**src/rtl/seq_div_pkg.sv**
```systemverilog
// Shared definitions for the sequential divider: FSM state encoding and default width.
package seq_div_pkg;

  localparam int DIV_WIDTH = 4;

  typedef enum logic [1:0] {
    IDLE = 2'd0,
    CALC = 2'd1,
    DONE = 2'd2
  } state_t;

endpackage

```
**src/rtl/seq_div_addsub_w.sv**
```systemverilog
// Parameterised ripple-carry add/subtract unit: o_sum = i_a + (i_b ^ {W{i_sub}}) + i_sub.
module addsub_w #(
  parameter int W = 5
) (
  input  logic [W-1:0] i_a,
  input  logic [W-1:0] i_b,
  input  logic         i_sub,
  output logic [W-1:0] o_sum,
  output logic         o_cout
);

  logic         w_c;
  logic [W-1:0] w_bx;

  // NOTE: blocking assignments here build the carry chain bit by bit; each
  // iteration must see the carry produced by the previous one.
  always_comb begin
    w_c   = i_sub;
    w_bx  = '0;
    o_sum = '0;
    for (int i = 0; i < W; i++) begin
      w_bx[i]  = i_b[i] ^ i_sub;
      o_sum[i] = i_a[i] ^ w_bx[i] ^ w_c;
      w_c      = (i_a[i] & w_bx[i]) | (w_c & (i_a[i] ^ w_bx[i]));
    end
    o_cout = w_c;
  end

endmodule

```
**src/rtl/seq_div.sv**
```systemverilog
// Sequential unsigned restoring divider: one quotient bit per clock, start/busy/done handshake.
module seq_div
  import seq_div_pkg::*;
#(
  parameter int WIDTH = DIV_WIDTH
) (
  input  logic             clk,
  input  logic             rst_n,
  input  logic             start,
  input  logic [WIDTH-1:0] dividend,
  input  logic [WIDTH-1:0] divisor,
  output logic             busy,
  output logic             done,
  output logic [WIDTH-1:0] quotient,
  output logic [WIDTH-1:0] remainder,
  output logic             div_by_zero
);

  localparam int CNT_W = $clog2(WIDTH + 1);

  state_t             r_state, w_state_nxt;
  logic [WIDTH-1:0]   r_a, r_q, r_m;
  logic [WIDTH-1:0]   r_quot, r_rem;
  logic               r_dbz;
  logic [CNT_W-1:0]   r_count;
  logic [WIDTH:0]     w_shift, w_t;
  logic               w_cout, w_take;

  // Partial remainder stays below the divisor, so A's top bit is always zero
  // and is implicit in the WIDTH-bit register.
  assign w_shift = {r_a, r_q[WIDTH-1]};

  addsub_w #(.W(WIDTH + 1)) u_addsub (
    .i_a    (w_shift),
    .i_b    ({1'b0, r_m}),
    .i_sub  (1'b1),
    .o_sum  (w_t),
    .o_cout (w_cout)
  );

  // No borrow: carry-out set and trial result non-negative.
  assign w_take = w_cout & ~w_t[WIDTH];

  // NOTE: sequential state uses non-blocking assignments so every flop
  // samples the pre-edge values of the others.
  always_ff @(posedge clk or negedge rst_n) begin
    if (!rst_n) r_state <= IDLE;
    else        r_state <= w_state_nxt;
  end

  // NOTE: the default assignment first keeps every path covered, so no latch.
  always_comb begin
    w_state_nxt = r_state;
    case (r_state)
      IDLE:    if (start) w_state_nxt = (divisor == '0) ? DONE : CALC;
      CALC:    if (r_count == '0) w_state_nxt = DONE;
      DONE:    w_state_nxt = IDLE;
      default: w_state_nxt = IDLE;
    endcase
  end

  always_ff @(posedge clk or negedge rst_n) begin
    if (!rst_n) begin
      r_a     <= '0;
      r_q     <= '0;
      r_m     <= '0;
      r_count <= '0;
      r_quot  <= '0;
      r_rem   <= '0;
      r_dbz   <= 1'b0;
    end else begin
      case (r_state)
        IDLE: begin
          if (start) begin
            r_m     <= divisor;
            r_q     <= dividend;
            r_a     <= '0;
            r_count <= CNT_W'(WIDTH);
            if (divisor == '0) begin
              r_quot <= '1;
              r_rem  <= dividend;
              r_dbz  <= 1'b1;
            end
          end
        end
        CALC: begin
          if (r_count != '0) begin
            r_a     <= w_take ? w_t[WIDTH-1:0] : w_shift[WIDTH-1:0];
            r_q     <= {r_q[WIDTH-2:0], w_take};
            r_count <= r_count - CNT_W'(1);
          end else begin
            r_quot <= r_q;
            r_rem  <= r_a;
            r_dbz  <= 1'b0;
          end
        end
        default: ;
      endcase
    end
  end

  assign busy        = (r_state != IDLE);
  assign done        = (r_state == DONE);
  assign quotient    = r_quot;
  assign remainder   = r_rem;
  assign div_by_zero = r_dbz;

endmodule

```
**config.mk**
```make
export PLATFORM = sky130hd
export DESIGN_NAME = seq_div
export DESIGN_NICKNAME = d
export VERILOG_FILES = /design/src/rtl/seq_div_pkg.sv /design/src/rtl/seq_div_addsub_w.sv /design/src/rtl/seq_div.sv
export SDC_FILE = /design/constraint.sdc
export NUM_CORES = 1
export LEC_CHECK = 0
export CORE_ASPECT_RATIO = 1.5
export CORE_MARGIN = 8
export CORE_UTILIZATION = 50
export CTS_BUF_LIST = sky130_fd_sc_hd__clkbuf_16
export DETAILED_ROUTE_END_ITERATION = 10
export GPL_ROUTABILITY_DRIVEN = 0
export PLACE_DENSITY = 0.78
export SYNTH_ARGS = -nofsm -noshare
export SYNTH_HDL_FRONTEND = slang
export SYNTH_HIERARCHICAL = 1
export SYNTH_SLANG_ARGS = --single-unit
```
**constraint.sdc**
```tcl
create_clock -name clk -period 4.1 [get_ports clk]
set_clock_uncertainty 0.05 [all_clocks]
set_input_delay 0.615 -clock clk [delete_from_list [all_inputs] [get_ports clk]]
set_output_delay 0.615 -clock clk [all_outputs]
set_load 0.01 [all_outputs]
```
==> run_results.csv <==
group,metric,value,unit
logic_synthesis,synth-adder-area-share,7.32,%
setup_path,critPathLaunchType,"register",
clock_tree,cts-root-buf,"clkbuf_16",
sta,grt_setup_unrepaired,"no",
finish,utilization,62.1,%
power_and_ir_drop,pwr-share-clk,18.8,%
finish,design.final.nets,163,
setup_path,worstReg2RegStart,"r_q[3]",
drt,antenna_left,0,
setup_path,critical_path.n_buffers_inverters,1,
power_and_ir_drop,power.share.combinational,49.3,%
power_and_ir_drop,switching_portion_of_total_power,36.6,%
worst_hold_path,whs_endpoint,"r_count[0]",
drt,drt-pass1-iter-count,4,
drt,detail_routed_net_length_per_standard_cell,15.2,um
logic_synthesis,synth-compound-area-share,8.63,%
logic_synthesis,avgSynthCellArea,11.4,um2
floorplanning,design.die.area,4880,um2
drt,routed_via_density,5.16,
setup_path,cp_data_required_time,4.19,ns
sta,holdWs,0.435,ns
sta,transition_time_at_the_pin_with_the_least_slew_margin,1.10,ns
clock_tree,h-tree-depth,1,
logic_synthesis,yosys.area_share.xor_xnor,3.57,%
clock_tree,cts_num_sinks,26,
finish,ff_latch_area,651,um2
logic_synthesis,synth_fp_nets,143,
outcome,result_of_the_run,"finished, final reports clean",
drt,routed_wirelength,2.80,mm
logic_synthesis,ys.warnings.count,6,
sta,timing_hold_violations_final,0,
placement,detailedPlacementHpwl,2.17,mm
finish,fillerInstances,241,
sta,post-route-min-period,3.25,ns
sta,final-setup-viol-count,0,
setup_path,worst-setup-path-type,"register to register",
setup_path,critical_path.endpoint_type,"register",
flow_run,timing.max_cap.violations,0,
setup_path,critPathMaxFanout,5,
global_route,grt_remaining_overflow,0,
setup_path,critical-path-top-cell-by-count,"fa_1",
setup_path,path_delay_family,"adder cells",
floorplanning,die_width,59.7,um
logic_synthesis,synthDistinctLibCells,34,
finish,layout_commonest_cell,"dfrtp_1",
clock_tree,cts_tree,"built",
global_route,grt_first_pass_wirelength,4.76,mm
floorplanning,initial_utilization,50.8,%
logic_synthesis,synth_mux_area_share,17.1,%
setup_path,critPathSlowestCell,"dfrtp_1",
global_route,antenna_found_initial,0,
power_and_ir_drop,peakVddDrop,0.000404,V
finish,antennaDiodeCount,0,
power_and_ir_drop,p_total,1.49,mW
clock_tree,tritoncts.num_buffers,3,
clock_tree,cts.clk_slew.worst_paths,0.06,ns
finish,multi_input_area,674,um2
clock_tree,post_cts_resized,0,
drt,drt_first_iter_violations,17,
logic_synthesis,combinational_family_with_the_most_area_after_synthesis,"multiplexers",
global_route,groute.usage.overall,12.5,%
finish,drive_gt1_share,15.9,%
logic_synthesis,seq_total_area_yosys,45.3,%
finish,areaGrowthSynthToFinish,22.1,%
clock_tree,cts_setup_buffers,0,
floorplanning,std_cell_rows,24,
setup_path,crit_chain,"mux2i_1, fa_1, fa_1, fa_1, inv_1, fa_1, nor2b_1, mux2i_1, o2bb2ai_1",
setup_path,reg2reg_depth,9,
setup_path,critical-path-max-stage-delay,0.44,ns
finish,layout_common_cells,"dfrtp_1 (26), clkdlybuf4s50_1 (21), inv_1 (15), nand2_1 (9)",
floorplanning,core_region_area,2820,um2
global_route,maximum_number_of_pins_on_one_net_before_global_route_repair,26,
global_route,number_of_global_route_vias_before_repair,1027,
worst_hold_path,min_path_type,"register to register",
clock_tree,clock_insertion_delay_worst_skew,0.26,ns
sta,fin_setup_tns,0,ns
sta,slew_headroom,26.4,%
sta,timing.fmax,0.308,GHz
setup_path,timing.rr.end,"r_a[2]",
placement,placement.io_buffers,21,
logic_synthesis,synthSimpleGateAreaFrac,9.85,%
logic_synthesis,post_synthesis_cells,126,
placement,detailedPlace.worstSlack,0.868,ns
setup_path,reg2reg_slack,0.85,ns
floorplanning,fp.dieH,81.6,um
logic_synthesis,syn-cell-area,1440,um2
sta,fin_crit_share,79.2,%
sta,final_max_slew_viol_count,0,
worst_hold_path,min_delay_path_depth,1,
power_and_ir_drop,power.density,852,nW/um2
sta,final.setup.worst_slack,0.853,ns
power_and_ir_drop,net-switching-power,0.546,mW
worst_hold_path,timing.hold.worst.start,"r_count[0]",
setup_path,worstPathArrival,3.34,ns
power_and_ir_drop,p_leak,0.775,nW
power_and_ir_drop,internal_power,0.947,mW
drt,vias,949,
power_and_ir_drop,share_seq_of_total_power,31.9,%
drt,detail_route.drc_violations,0,
floorplanning,io_pins,22,
clock_tree,postCtsHoldBufs,0,
clock_tree,max-clock-path-buffers,2,
logic_synthesis,synth_seq_cells,26,
-- per-stage QoR --
stage | cell area (um2) | instances
floorplan | 1440 | 126
detailed placement | 1650 | 180
global route | 1750 | 184
global placement | 1650 | 180
CTS | 1750 | 184
finish | 1750 | 184
-- cell usage after synthesis --
cell type,number,area [um2]
a31oi_1,4,25.0
o22a_1,1,8.76
clkbuf_2,1,5.00
ha_1,2,25.0
buf_4,1,7.51
xor2_2,1,16.3
nor3b_2,2,25.0
mux2_2,8,90.1
conb_1,2,7.51
nor2b_1,2,12.5
o22ai_1,1,6.26
clkbuf_1,1,3.75
or2_2,1,6.26
o31ai_1,1,7.51
buf_6,3,33.8
dfrtp_1,26,651
nand2_1,9,33.8
xnor2_1,3,26.3
a22oi_1,1,7.51
or3b_1,1,8.76
nor2_1,6,22.5
o21ai_2,1,8.76
o2bb2ai_1,4,35.0
nor4_1,1,6.26
o211a_1,1,10.0
buf_1,1,3.75
xor2_1,1,8.76
mux2i_1,8,80.1
a21oi_1,3,15.0
nor3_1,4,20.0
mux2_4,5,75.1
nand2b_1,1,6.26
fa_1,4,80.1
inv_1,15,56.3
-- power groups by stage --
stage | Combinational [mW] | Clock, mW | Sequential, mW
after floorplan | 0.551 | 0 | 0.467
after global placement | 0.708 | 0 | 0.474
after detailed placement | 0.734 | 0 | 0.481
after CTS | 0.741 | 0.287 | 0.477
after global routing | 0.821 | 0.299 | 0.492
final | 0.736 | 0.281 | 0.476
-- per-layer routing --
layer / vias up / share of wire [%] / GRT usage (%)
met3: 6 / 3.0 / 2.19
met4: 0 / 1.4 / 4.08
li1: 456 / - / -
met2: 16 / 54 / 22.1
met5: - / 0 / 0
met1: 471 / 41 / 14.6
-- worst reg2reg max path: stages (launching register included) --
cell	delay [ns]
dfrtp_1	0.44
mux2i_1	0.13
fa_1	0.40
fa_1	0.41
fa_1	0.43
inv_1	0.08
fa_1	0.41
nor2b_1	0.42
mux2i_1	0.26
o2bb2ai_1	0.09
-- cell type report --
class                   count  area share, %
well taps                  39           2.78
inverters                  15           3.21
clock inverters             1           1.71
clock buffers               3           4.28
multi-input cells          78           38.5
flip-flops and latches     26           37.1
repair buffers             22           12.4
-- state kept, by name, indices dropped and copies added, names as in the netlist --
name,flops
quotient,4
r_a,4
r_m,4
r_q,4
remainder,4
r_count,3
r_state,2
div_by_zero,1
-- worst max path at each step --
| stage | cells past startpoint | startpoint | endpoint | slack, ns |
|---|---|---|---|---|
| global route | 9 | r_q[3] | r_a[2] | 0.69 |
| floorplan | 10 | r_m[1] | r_a[0] | 1.13 |
| CTS | 9 | r_q[3] | r_a[2] | 0.83 |
| global placement | 9 | r_m[1] | r_a[2] | 0.97 |
| finish | 9 | r_q[3] | r_a[2] | 0.85 |
| detailed placement | 9 | r_m[1] | r_a[2] | 0.87 |
-- kinds of logic after synthesis --
| family | Yosys count |
|---|---|
| AND/OR/NAND/NOR | 27 |
| flip-flops | 26 |
| buffers and inverters | 22 |
| multiplexers | 21 |
| AO/OA/AOI/OAI | 17 |
| adder cells (fa/ha/maj) | 6 |
| XOR/XNOR | 5 |
| other | 2 |
(Power assumes the default switching activity.)
